### config.mk
export PLATFORM = sky130hd
export DESIGN_NAME = s2p_rx
export DESIGN_NICKNAME = d
export VERILOG_FILES = /design/src/rtl/s2p_pkg.sv /design/src/rtl/s2p_obuf.sv /design/src/rtl/s2p_rx.sv
export SDC_FILE = /design/constraint.sdc
export NUM_CORES = 1
export LEC_CHECK = 0
export ABC_AREA = 1
export CAP_MARGIN = 10
export CORE_MARGIN = 5
export CORE_UTILIZATION = 40
export CTS_BUF_LIST = sky130_fd_sc_hd__clkbuf_4
export CTS_CLUSTER_DIAMETER = 80
export DETAILED_ROUTE_END_ITERATION = 10
export PLACE_DENSITY = 0.63
export REMOVE_ABC_BUFFERS = 1
export SLEW_MARGIN = 20
export SYNTH_ARGS = -nofsm -noshare
export SYNTH_HDL_FRONTEND = slang
export SYNTH_SLANG_ARGS = --single-unit
### constraint.sdc
create_clock -name clk -period 1.7 [get_ports clk]
set_clock_uncertainty 0.15 [all_clocks]
set_input_delay 0.255 -clock clk [delete_from_list [all_inputs] [get_ports clk]]
set_output_delay 0.255 -clock clk [all_outputs]
set_load 0.05 [all_outputs]
### src/rtl/s2p_pkg.sv
// Shared types and helpers for the serial-to-parallel receiver.
package s2p_pkg;

  typedef enum logic {IDLE, SHIFT} rx_state_t;

  // Width of a counter that must hold values 0..w.
  function automatic int cnt_w(input int w);
    return $clog2(w + 1);
  endfunction

endpackage

### src/rtl/s2p_obuf.sv
// One-entry valid/ready holding register for completed words.
// A push is accepted when the register is empty or is being drained in the
// same cycle; otherwise the pushed word is dropped and ovf pulses.
module s2p_obuf #(
  parameter int W = 4
) (
  input  logic         clk,
  input  logic         rst,
  input  logic         push,
  input  logic [W-1:0] data,
  input  logic         rdy,
  output logic [W-1:0] dout,
  output logic         full,
  output logic         ovf
);

  logic [W-1:0] data_q, data_d;
  logic         full_q, full_d;
  logic         ovf_q, ovf_d;
  logic         accept;

  // Next-state logic: load on accepted push, clear on drain, flag drops.
  always_comb begin
    accept = !full_q || rdy;
    data_d = data_q;
    full_d = full_q;
    ovf_d  = 1'b0;
    if (push) begin
      if (accept) begin
        data_d = data;
        full_d = 1'b1;
      end else begin
        ovf_d = 1'b1;
      end
    end else if (full_q && rdy) begin
      full_d = 1'b0;
    end
  end

  // Register the holding entry and the overflow pulse.
  always_ff @(posedge clk) begin
    if (rst) begin
      data_q <= '0;
      full_q <= 1'b0;
      ovf_q  <= 1'b0;
    end else begin
      data_q <= data_d;
      full_q <= full_d;
      ovf_q  <= ovf_d;
    end
  end

  assign dout = data_q;
  assign full = full_q;
  assign ovf  = ovf_q;

endmodule

### src/rtl/s2p_rx.sv
// Serial-to-parallel receiver: reassembles LSB-first W-bit frames, reports
// wrong-length frames and hands complete words to a one-entry output buffer.
module s2p_rx
  import s2p_pkg::*;
#(
  parameter int W = 4
) (
  input  logic         clk,
  input  logic         rst,
  input  logic         sin,
  input  logic         sin_vld,
  input  logic         sin_last,
  output logic [W-1:0] dout,
  output logic         dout_vld,
  input  logic         dout_rdy,
  output logic         frm_err,
  output logic         ovf
);

  localparam int CW = cnt_w(W);

  rx_state_t    state_q, state_d;
  logic [CW-1:0] bcnt_q, bcnt_d;
  logic [W-1:0]  sr_q, sr_d;
  logic          frm_err_q, frm_err_d;
  logic [CW-1:0] cur_cnt;
  logic          at_end;
  logic [W-1:0]  word;
  logic          push;

  // Receive datapath: place each valid bit, then decide complete/short/long.
  always_comb begin
    cur_cnt   = (state_q == IDLE) ? '0 : bcnt_q;
    at_end    = (cur_cnt == CW'(W - 1));
    word      = sr_q;
    for (int i = 0; i < W; i++) begin
      if (cur_cnt == CW'(i)) word[i] = sin;
    end
    sr_d      = sr_q;
    bcnt_d    = bcnt_q;
    state_d   = state_q;
    frm_err_d = 1'b0;
    push      = 1'b0;
    if (sin_vld) begin
      sr_d = word;
      if (sin_last && at_end) begin
        push    = 1'b1;
        bcnt_d  = '0;
        state_d = IDLE;
      end else if (sin_last || at_end) begin
        frm_err_d = 1'b1;
        bcnt_d    = '0;
        state_d   = IDLE;
      end else begin
        bcnt_d  = cur_cnt + CW'(1);
        state_d = SHIFT;
      end
    end
  end

  // Receive FSM, bit counter, shift register and frame-error pulse.
  always_ff @(posedge clk) begin
    if (rst) begin
      state_q   <= IDLE;
      bcnt_q    <= '0;
      sr_q      <= '0;
      frm_err_q <= 1'b0;
    end else begin
      state_q   <= state_d;
      bcnt_q    <= bcnt_d;
      sr_q      <= sr_d;
      frm_err_q <= frm_err_d;
    end
  end

  s2p_obuf #(.W(W)) u_obuf (
    .clk  (clk),
    .rst  (rst),
    .push (push),
    .data (word),
    .rdy  (dout_rdy),
    .dout (dout),
    .full (dout_vld),
    .ovf  (ovf)
  );

  assign frm_err = frm_err_q;

endmodule
==> metrics.log <==
[metrics] outcome: completed
[metrics] RSZ-0062 raised after global routing: no
[metrics] Boundary Pins: 13
[metrics] data required time of the critical path: 1.79 ns
[metrics] distinct cell type count after synthesis: 21
[metrics] count of pins over their slew limit: 0
[metrics] Worst IR Drop VDD: 0.420 mV
[metrics] Final #Nets: 133
[metrics] area inside the core boundary: 0.00175 mm^2
[metrics] routed length per instance: 9.97 um
[metrics] sequential-to-total area share from yosys stat: 40.3%
[metrics] Crit Path Max Fanout: 6
[metrics] endpoint class of the critical path: register
[metrics] maximum number of pins on one net before global-route repair: 11
[metrics] number of antenna violations at the first check in global routing: 0
[metrics] arrival time of the worst setup path: 1.64 ns
[metrics] smallest setup slack after layout: 0.151 ns
[metrics] Lkg Pwr: 0.442 nW
[metrics] TritonCTS Buffers: 3
[metrics] final hold vios: 0
[metrics] clock insertion delay at the later pin of the skew report: 0.28 ns
[metrics] detailed-route vias per instance: 4.61
[metrics] setup TNS after final layout: 0 ns
[metrics] Post-synth EDFFs: 0
[metrics] ant diodes: 0
[metrics] clock period minus final worst setup slack: 1.55 ns
[metrics] Die X: 53.1 um
[metrics] Max clock buf depth: 2
[metrics] post-synthesis area per instance: 6.96 um^2
[metrics] Max Cap Viol: 0
[metrics] Area contributors post-synth: sky130_fd_sc_hd__dfxtp_1 40%, sky130_fd_sc_hd__nand2_1 12%, sky130_fd_sc_hd__inv_1 7.6%
[metrics] maximum level of the CTS H-tree: 1
[metrics] standard-cell row count: 15
[metrics] clock transition at the register clock pins on the worst setup and hold paths after CTS: 0.10 ns
[metrics] effective utilization at floorplan: 42.7%
[metrics] clock tree from TritonCTS: built
[metrics] first-pass detailed-route iteration total: 4
[metrics] number of warnings issued by yosys: 0
[metrics] Worst-Margin Slew: 0.401 ns
[metrics] most repeated cell in the gate-level netlist after synthesis: sky130_fd_sc_hd__nand2_1
[metrics] total track usage: 12.4%
[metrics] Setup violations, final: 0
[metrics] number of port buffers: 12
[metrics] final worst path period share: 91.1%
[metrics] Antenna Violating Nets Remaining: 0
[metrics] placed cell area: 897 um^2
[metrics] minimum setup slack after placement: 0.0915 ns
[metrics] proportion of layout cells with a drive suffix above 1: 21.6%
[metrics] number of global-route vias before repair: 598
[metrics] kind of path behind the tightest hold check: reg2reg
[metrics] detailed placement HPWL: 1.21 mm
[metrics] post-synthesis cell area: 744 um^2
[metrics] share of synthesized flip-flops with an asynchronous set or reset: 0%
[metrics] wirelength, routed: 1.50 mm
[metrics] normalized max-slew margin: 73.2%
[metrics] most frequent cells after synthesis: 23 x sky130_fd_sc_hd__nand2_1, 15 x sky130_fd_sc_hd__dfxtp_1, 15 x sky130_fd_sc_hd__inv_1, 15 x sky130_fd_sc_hd__nor2_1, 10 x sky130_fd_sc_hd__nand3_1
[metrics] critical setup path kind: reg2reg
[metrics] post-layout utilization of the core: 53.1%
[metrics] final routed DRC violation total: 0
[metrics] power density relative to cell area: 700 mW/mm^2
[metrics] number of DRC markers in iteration 0: 17
[metrics] number of synthesized register bits: 15
[metrics] library cell occupying the most area in the post-synthesis netlist: sky130_fd_sc_hd__dfxtp_1
[metrics] CP startpoint kind: register
[metrics] CTS sink cnt: 15
[metrics] die footprint: 0.00282 mm^2
[metrics] proportion of netlist area held by the largest area contributor: 40.3%
[metrics] top flip-flop cell by instance count after synthesis: sky130_fd_sc_hd__dfxtp_1
[metrics] Die Y: 53.1 um
[metrics] via total after detailed routing: 692
[metrics] total of hold buffers inserted after clock tree synthesis: 0
[metrics] wire length of the first global-routing pass: 2.50 mm
[metrics] Max Clk Rate: 646 MHz
[metrics] gr ovfl total: 0
[metrics] Cells after Synth: 107
[metrics] root buffer cell: sky130_fd_sc_hd__clkbuf_4
[metrics] post-synthesis to final-layout area growth: 24.5%
[metrics] Worst Hold Slack: 0.352 ns
[metrics] GPL Wtd Cong: 0.843
[metrics] post-route design area: 927 um^2
-- cell type report --
| class | count | area, um^2 |
|---|---|---|
| clock buffer | 3 | 22.5 |
| clock inverter | 1 | 5.00 |
| fill | 191 | 818 |
| inverter | 17 | 63.8 |
| multi-input combinational | 73 | 369 |
| sequential | 15 | 303 |
| tap | 25 | 31.3 |
| timing repair buffer | 16 | 133 |
-- final timing paths --
check	from	to	slack, ns	cells after the start
setup / recovery	bcnt_q[1]	u_obuf.dout[0]	0.15	9
hold / removal	bcnt_q[1]	bcnt_q[1]	0.35	2
setup reg to reg	bcnt_q[1]	u_obuf.dout[0]	0.15	9
hold reg to reg	bcnt_q[1]	bcnt_q[1]	0.35	2
-- stage by stage --
step / power (mW) / cells
finish: 0.649 / 150
global route: 0.682 / 150
CTS: 0.655 / 150
detailed placement: 0.446 / 146
global placement: 0.446 / 146
floorplan: 0.409 / 105
-- routing by layer --
metal	track usage [%]	up-vias	wire length (um)
met4	6.38	0	12
li1	-	372	-
met1	16.4	303	742
met5	0	-	0
met3	2.82	2	78
met2	18.6	15	662
-- cells by family (layout without fill, tap and decap cells) --
| family | Yosys count | count (layout) | synth area share (%) |
|---|---|---|---|
| flops | 15 | 15 | 40.3 |
| fa+ha+maj | 1 | 1 | 1.68 |
| buf+inv | 19 | 37 | 10.1 |
| simple gates | 61 | 61 | 40.2 |
| compound gates | 11 | 11 | 7.73 |
-- power breakdown --
group          total, mW  leakage [nW]  switching [mW]  internal (mW)
registers          0.367         0.123         0.00556          0.361
clock network      0.210        0.0177           0.123         0.0872
logic             0.0714         0.301          0.0404         0.0311
total              0.649         0.442           0.169          0.480
-- cells in the final DEF, fill, tap and decap left out, types with 2 or more instances in the layout --
| cell type | synthesis | final |
|---|---|---|
| sky130_fd_sc_hd__a21oi_1 | 8 | 8 |
| sky130_fd_sc_hd__buf_4 | 1 | 11 |
| sky130_fd_sc_hd__clkbuf_4 | 0 | 3 |
| sky130_fd_sc_hd__clkdlybuf4s50_1 | 0 | 5 |
| sky130_fd_sc_hd__dfxtp_1 | 15 | 13 |
| sky130_fd_sc_hd__dfxtp_2 | 0 | 2 |
| sky130_fd_sc_hd__inv_1 | 15 | 15 |
| sky130_fd_sc_hd__nand2_1 | 23 | 23 |
| sky130_fd_sc_hd__nand2_2 | 4 | 4 |
| sky130_fd_sc_hd__nand3_1 | 10 | 10 |
| sky130_fd_sc_hd__nand4_1 | 2 | 2 |
| sky130_fd_sc_hd__nor2_1 | 15 | 15 |
| sky130_fd_sc_hd__nor2_4 | 2 | 2 |
| sky130_fd_sc_hd__o21ai_0 | 2 | 2 |
-- critical path: stages (launching register included) --
cell                      delay [ns]
sky130_fd_sc_hd__dfxtp_2        0.37
sky130_fd_sc_hd__nand2_2        0.12
sky130_fd_sc_hd__nor2_4         0.12
sky130_fd_sc_hd__ha_1           0.24
sky130_fd_sc_hd__nand2_2        0.08
sky130_fd_sc_hd__nor2_2         0.10
sky130_fd_sc_hd__nand2_2        0.08
sky130_fd_sc_hd__a21oi_1        0.12
sky130_fd_sc_hd__nand2_1        0.07
sky130_fd_sc_hd__inv_1          0.05
-- registers in the layout, indices dropped and copies added (netlist names) --
signal       count
u_obuf.dout      4
sr_q             4
bcnt_q           3
frm_err          1
u_obuf.full      1
state_q          1
u_obuf.ovf       1
-- repair_timing --
| item | CTS | global route |
|---|---|---|
| setup endpoints to repair | 0 | 2 |
| setup buffers | 0 | 0 |
| resized for setup | 0 | 2 |
Power figures use the tool's default switching activity.
